File: src/rtl/multicycle_control_fsm.sv
// Main control FSM for the multicycle RISC-V core: sequences the datapath
// strobes and mux selects for lw, sw, add, sub, addi and beq.
module multicycle_control_fsm #(
  parameter int unsigned COUNT_W = 32
) (
  input  logic               clk,
  input  logic               reset_n,
  input  logic [31:0]        instr,
  input  logic               zero,
  input  logic               mem_ready,
  output logic               mem_write,
  output logic               reg_write,
  output logic               ir_write,
  output logic               pc_write,
  output logic               instruction_or_data,
  output logic [1:0]         result_src,
  output logic [1:0]         alu_src_a,
  output logic [1:0]         alu_src_b,
  output logic [2:0]         alu_control,
  output logic [3:0]         state,
  output logic               retire,
  output logic               illegal,
  output logic [COUNT_W-1:0] retire_count
);

  localparam logic [6:0] OP_LOAD   = 7'b0000011;
  localparam logic [6:0] OP_STORE  = 7'b0100011;
  localparam logic [6:0] OP_RTYPE  = 7'b0110011;
  localparam logic [6:0] OP_ITYPE  = 7'b0010011;
  localparam logic [6:0] OP_BRANCH = 7'b1100011;

  typedef enum logic [3:0] {
    S_FETCH    = 4'd0,
    S_DECODE   = 4'd1,
    S_MEMADR   = 4'd2,
    S_MEMREAD  = 4'd3,
    S_MEMWB    = 4'd4,
    S_MEMWRITE = 4'd5,
    S_EXEC_R   = 4'd6,
    S_EXEC_I   = 4'd7,
    S_ALUWB    = 4'd8,
    S_BEQ      = 4'd9
  } state_t;

  state_t state_q, state_d;

  logic [6:0] opcode;
  logic [2:0] funct3;
  logic [6:0] funct7;
  logic       unused_instr_bits;

  assign opcode            = instr[6:0];
  assign funct3            = instr[14:12];
  assign funct7            = instr[31:25];
  assign unused_instr_bits = ^{instr[24:15], instr[11:7]};
  assign state             = state_q;

  // State register and retired-instruction counter
  always_ff @(posedge clk) begin
    if (!reset_n) begin
      state_q      <= S_FETCH;
      retire_count <= '0;
    end else begin
      state_q <= state_d;
      if (retire) retire_count <= retire_count + COUNT_W'(1);
    end
  end

  // Next-state decode and per-state datapath controls; reset forces all quiet
  always_comb begin
    state_d             = state_q;
    mem_write           = 1'b0;
    reg_write           = 1'b0;
    ir_write            = 1'b0;
    pc_write            = 1'b0;
    instruction_or_data = 1'b0;
    result_src          = 2'b00;
    alu_src_a           = 2'b00;
    alu_src_b           = 2'b00;
    alu_control         = 3'b000;
    retire              = 1'b0;
    illegal             = 1'b0;

    case (state_q)
      S_FETCH: begin
        alu_src_b = 2'b01;
        ir_write  = mem_ready;
        if (mem_ready) state_d = S_DECODE;
      end
      S_DECODE: begin
        pc_write  = 1'b1;
        alu_src_b = 2'b10;
        if ((opcode == OP_LOAD || opcode == OP_STORE) && funct3 == 3'b010)
          state_d = S_MEMADR;
        else if (opcode == OP_RTYPE && funct3 == 3'b000 &&
                 (funct7 == 7'b0000000 || funct7 == 7'b0100000))
          state_d = S_EXEC_R;
        else if (opcode == OP_ITYPE && funct3 == 3'b000)
          state_d = S_EXEC_I;
        else if (opcode == OP_BRANCH && funct3 == 3'b000)
          state_d = S_BEQ;
        else begin
          // PC already advanced, so the bad instruction is simply skipped
          illegal = 1'b1;
          state_d = S_FETCH;
        end
      end
      S_MEMADR: begin
        alu_src_a = 2'b01;
        alu_src_b = 2'b10;
        state_d   = (opcode == OP_STORE) ? S_MEMWRITE : S_MEMREAD;
      end
      S_MEMREAD: begin
        instruction_or_data = 1'b1;
        if (mem_ready) state_d = S_MEMWB;
      end
      S_MEMWB: begin
        result_src = 2'b01;
        reg_write  = 1'b1;
        retire     = 1'b1;
        state_d    = S_FETCH;
      end
      S_MEMWRITE: begin
        mem_write = 1'b1;
        retire    = 1'b1;
        state_d   = S_FETCH;
      end
      S_EXEC_R: begin
        alu_src_a   = 2'b01;
        alu_control = funct7[5] ? 3'b001 : 3'b000;
        state_d     = S_ALUWB;
      end
      S_EXEC_I: begin
        alu_src_a = 2'b01;
        alu_src_b = 2'b10;
        state_d   = S_ALUWB;
      end
      S_ALUWB: begin
        reg_write = 1'b1;
        retire    = 1'b1;
        state_d   = S_FETCH;
      end
      S_BEQ: begin
        alu_src_a   = 2'b01;
        alu_control = 3'b001;
        pc_write    = zero;
        retire      = 1'b1;
        state_d     = S_FETCH;
      end
      default: state_d = S_FETCH;
    endcase

    if (!reset_n) begin
      mem_write           = 1'b0;
      reg_write           = 1'b0;
      ir_write            = 1'b0;
      pc_write            = 1'b0;
      instruction_or_data = 1'b0;
      result_src          = 2'b00;
      alu_src_a           = 2'b00;
      alu_src_b           = 2'b00;
      alu_control         = 3'b000;
      retire              = 1'b0;
      illegal             = 1'b0;
    end
  end

endmodule

File: config.mk
export PLATFORM = sky130hd
export DESIGN_NAME = multicycle_control_fsm
export DESIGN_NICKNAME = d
export VERILOG_FILES = /design/src/rtl/multicycle_control_fsm.sv
export SDC_FILE = /design/constraint.sdc
export NUM_CORES = 1
export LEC_CHECK = 0
export ABC_AREA = 1
export BUFFER_PORTS_ARGS = -buffer_cell sky130_fd_sc_hd__clkbuf_2
export CAP_MARGIN = 10
export CORE_ASPECT_RATIO = 1.2
export CORE_UTILIZATION = 50
export DETAILED_ROUTE_END_ITERATION = 12
export PLACE_DENSITY_LB_ADDON = 0.08
export SLEW_MARGIN = 40
export SYNTH_ARGS = -nofsm -noshare
export SYNTH_HDL_FRONTEND = slang
export SYNTH_SLANG_ARGS = --single-unit
export TNS_END_PERCENT = 100
File: constraint.sdc
create_clock -name clk -period 3.6 [get_ports clk]
set_input_delay 0.54 -clock clk [delete_from_list [all_inputs] [get_ports clk]]
set_output_delay 0.54 -clock clk [all_outputs]
set_load 0.005 [all_outputs]
* Yosys cells after proc, flatten, opt, wreduce, memory -nomap -nowiden
Index checks and enable logic that the tools add are counted. W data, S select, Z words.
Word-level totals: register bits after elaboration 36, latch bits 0, RAM bits 0, memory bits (read-only) 0, input bits 36, output and inout port bits 52, logic and storage cells 72, memories 0
Cells by class: add/sub/neg operators 1, multiply operators 0, div/mod/pow operators 0, order comparisons 0, equal/unequal tests 18, shift-type cells 0, muxes and demuxes 35, bitwise logic cells 0, reduce and logical (&&, ||, !) cells 16
Operators by type and width (number):
- $add A32 B1 Y32 const B | 1
- $mux W4 | 6
- $eq A7 B6 Y1 const B | 3
- $mux W1 | 20
- $pmux W4 S5 | 1
- $eq A4 B3 Y1 const B | 4
- $eq A4 B2 Y1 const B | 2
- $eq A4 B4 Y1 const B | 2
- $reduce_or A4 Y1 | 2
- $eq A7 B2 Y1 const B | 1
- $eq A7 B5 Y1 const B | 1
- $eq A7 B7 Y1 const B | 1
- $logic_not A7 Y1 | 1
- $mux W2 | 3
- $mux W3 | 2
- $logic_and A1 B1 Y1 | 5
- $eq A4 B1 Y1 const B | 1
- $logic_not A4 Y1 | 1
- $ne A2 B2 Y1 const B | 2
- $pmux W1 S2 | 2
- $pmux W2 S2 | 1
- $reduce_or A2 Y1 | 2
- $eq A3 B2 Y1 const B | 1
- $logic_not A3 Y1 | 1
- 3 further kinds | 4

* Logic depth before layout (Yosys ltp)
word-level depth 8, mapped depth 10, depth with buffers taken out 10

* Worst setup path before layout
Ideal clock, no wire load.
path kind in2out, start input reset_n, end output alu_src_b[0], arrival 1.312 ns, slack 1.748 ns, cell stages on the path 4, cells stage by stage inv_2 -> buf_1 -> clkbuf_1 -> nor2_1
Between the ends: longest elaborated chain between the ends 1
RTL lines:
- from (decl) | RTL line 7 | input logic reset_n,
- $mux W2 | RTL line 153 | if (!reset_n) begin
- to (decl) | RTL line 18 | output logic [1:0] alu_src_b,
Every way passes these cells.

* Final worst setup path
start input reset_n, end output retire
Between the ends: longest elaborated chain between the ends 1
RTL lines:
- $mux W1 | RTL line 153
- to (decl) | RTL line 21 | output logic retire,
Every way passes these cells.

==> impl_metrics.env <==
export IMPL_synthTopCellsByArea="dfxtp_1 31%, nand2_1 18%, nor2_1 11%"
export IMPL_place_congestion=0.892
export IMPL_drtIter0Drc=107
export IMPL_setup_tns_ps=0
export IMPL_period_minus_slack_ps=2480
export IMPL_yosys_area_top_type="dfxtp_1"
export IMPL_power_frac_comb=0.069
export IMPL_grt_pass1_vias=2277
export IMPL_drive_gt1_frac=0.202
export IMPL_vias=2572
export IMPL_ctsHtreeMaxLevel=2
export IMPL_num_io_pins=88
export IMPL_drtAntennaViolNets=0
export IMPL_synth_cell_types=31
export IMPL_async_flop_share=0
export IMPL_clk_pin_slew_worst_paths_ps=70
export IMPL_endpoint_kind="output pin"
export IMPL_status="finished clean"
export IMPL_cts_hold_buf=0
export IMPL_critPathArrivalTime_ps=1940
export IMPL_yosysTopAreaCellShare=0.311
export IMPL_tightest_slew_ps=517
export IMPL_vias_per_cell=4.97
export IMPL_area_growth_pct=19.8
export IMPL_finalHoldViolCount=0
export IMPL_critPathLaunchType="input pin"
export IMPL_start_util=0.532
export IMPL_grt_overflow=0
export IMPL_cts_buffer_depth=2
export IMPL_power_leakage_uw=0.00128
export IMPL_final_max_slew_viol_count=0
export IMPL_die_area_um2=4920
export IMPL_power_frac_clock=0.399
export IMPL_intPower_uw=575
export IMPL_synth_edf_count=0
export IMPL_power_uw=753
export IMPL_io_buffers=68
export IMPL_rsz0062_at_grt="no"
export IMPL_finClkSkew_ps=2.22
export IMPL_p_switching_uw=178
export IMPL_cts_tree="built"
export IMPL_dp_hpwl_um=4310
export IMPL_cts_setup_buffers=0
export IMPL_required_ps=3060
export IMPL_setup_viol=0
export IMPL_p_per_area_nw_per_um2=271
export IMPL_nets=497
export IMPL_path_class="in -> out"
export IMPL_fill_cells=460
export IMPL_synthTopCellsByCount="113 x nand2_1, 70 x nor2_1, 52 x inv_1, 36 x dfxtp_1, 25 x nand3_1"
export IMPL_cp_max_fo=24
export IMPL_cts_sinks=36
export IMPL_rows=26
export IMPL_avgSynthCellArea_um2=5.94
export IMPL_antenna_found_initial=0
export IMPL_postRouteWirelength_um=5560
export IMPL_clock_latency_ps=290
export IMPL_dr_pass1_iters=4
export IMPL_drv_cap=0
export IMPL_die_w_um=64.2
export IMPL_max_freq_ghz=0.403
export IMPL_synth_most_common_cell="nand2_1"
export IMPL_multi_input_area_um2=1350
export IMPL_numCtsBuffers=5
export IMPL_seq_power_share=0.532
export IMPL_postCtsResizedCells=0
export IMPL_root_buffer="clkbuf_8"
export IMPL_ys_flop_type="dfxtp_1"
export IMPL_ys_seq_area_frac=0.311
export IMPL_ir_drop_mv=0.233
export IMPL_relSlewSlack=0.655
export IMPL_drt_wirelength_per_cell_um=10.8
export IMPL_syn_inst=391
export IMPL_grt_usage=0.247
export IMPL_grt_start_max_net_pins=25
export IMPL_n_antenna_cell=0
export IMPL_drc_errors=0
export IMPL_netlist_area_um2=2320
export IMPL_worst_hold_path_type="reg -> reg"
export IMPL_grt_pass1_wl_um=9730
export IMPL_fp_dieH_um=76.6
export IMPL_seqCellArea_um2=721
export IMPL_finalCritPeriodShare=0.689
export IMPL_yosysWarnings=0
export IMPL_switching_share=0.237
export IMPL_ys_seq_elements=36
export IMPL_core_area_um2=4360
-- logic make-up after synthesis --
logic type                 Yosys count  share of synthesized area
and+or+nand+nor                    251                      0.478
buffers and inverters               64                      0.112
DFF                                 36                      0.311
AOI/OAI and AO/OA                   35                     0.0819
xor gates and xnor gates             3                     0.0113
adders and majority gates            1                    0.00539
other                                1                    0.00162
-- sequential cells by signal, summed over array words and instances, names as in the netlist --
signal        flops
retire_count     32
state             4
-- final timing paths --
path	to	cells past startpoint	from	slack, ps
hold reg to reg	retire_count[4]$_SDFFE_PN0P_	2	retire_count[4]$_SDFFE_PN0P_	480
hold / removal	retire_count[4]$_SDFFE_PN0P_	2	retire_count[4]$_SDFFE_PN0P_	480
setup reg to reg	retire_count[28]$_SDFFE_PN0P_	10	retire_count[0]$_SDFFE_PN0P_	1770
setup / recovery	retire	6	reset_n	1120
-- placed cells by master, fill, tap and decap left out, drive strengths merged --
| master | netlist | routed |
|---|---|---|
| nand2 | 116 | 116 |
| nor2 | 80 | 80 |
| clkbuf | 3 | 76 |
| inv | 55 | 55 |
| dfxtp | 36 | 36 |
| nand3 | 27 | 27 |
| a21oi | 18 | 18 |
| nor3 | 14 | 14 |
| nand4 | 11 | 11 |
| o21ai | 10 | 10 |
| conb | 1 | 4 |
| a31oi | 2 | 2 |
| o211ai | 2 | 2 |
| o21bai | 2 | 2 |
| xor2 | 2 | 2 |
| and3b | 1 | 1 |
| nor3b | 1 | 1 |
| xnor2 | 1 | 1 |
| a21boi | 1 | 1 |
| or2 | 1 | 1 |
| ha | 1 | 1 |
-- metrics by stage --
| step | worst slack (ps) | hold WS (ps) | utilization | cell area, µm² | instances |
|---|---|---|---|---|---|
| floorplan | 1750 | 465 | - | 2330 | 394 |
| global placement | 1140 | 476 | 0.617 | 2690 | 509 |
| detailed placement | 1110 | 472 | 0.617 | 2690 | 509 |
| CTS | 1120 | 484 | 0.638 | 2780 | 517 |
| global route | 1030 | 514 | 0.638 | 2780 | 517 |
| finish | 1120 | 479 | 0.638 | 2780 | 517 |
-- power groups by stage --
stage | clock network, µW | logic, µW | registers [µW]
6_report | 301 | 51.7 | 401
3_5_place_dp | 0 | 52.0 | 410
2_1_floorplan | 0 | 32.8 | 410
3_3_place_gp | 0 | 50.9 | 410
4_1_cts | 307 | 51.9 | 401
5_1_grt | 327 | 59.3 | 401
-- metal layers --
| metal | vias up | track usage | routed length (µm) |
|---|---|---|---|
| met3 | 6 | 0.0509 | 315 |
| met2 | 82 | 0.431 | 2720 |
| li1 | 1363 | - | - |
| met1 | 1121 | 0.296 | 2460 |
| met5 | - | 0 | 0 |
| met4 | 0 | 0.0822 | 61 |
-- worst max-delay path: stages --
cell and delay, ps:
clkbuf_2 400, inv_2 340, nor2_8 200, nand2_4 130, inv_2 170, clkbuf_2 140
-- area by class of cell --
cell class,instances,area share
timing repair buffer,68,0.122
sequential,36,0.259
clock buffer,8,0.0324
tap,56,0.0252
multi-input combinational,294,0.486
inverter,55,0.0743
Note: power is estimated with default switching activity, not from simulation.
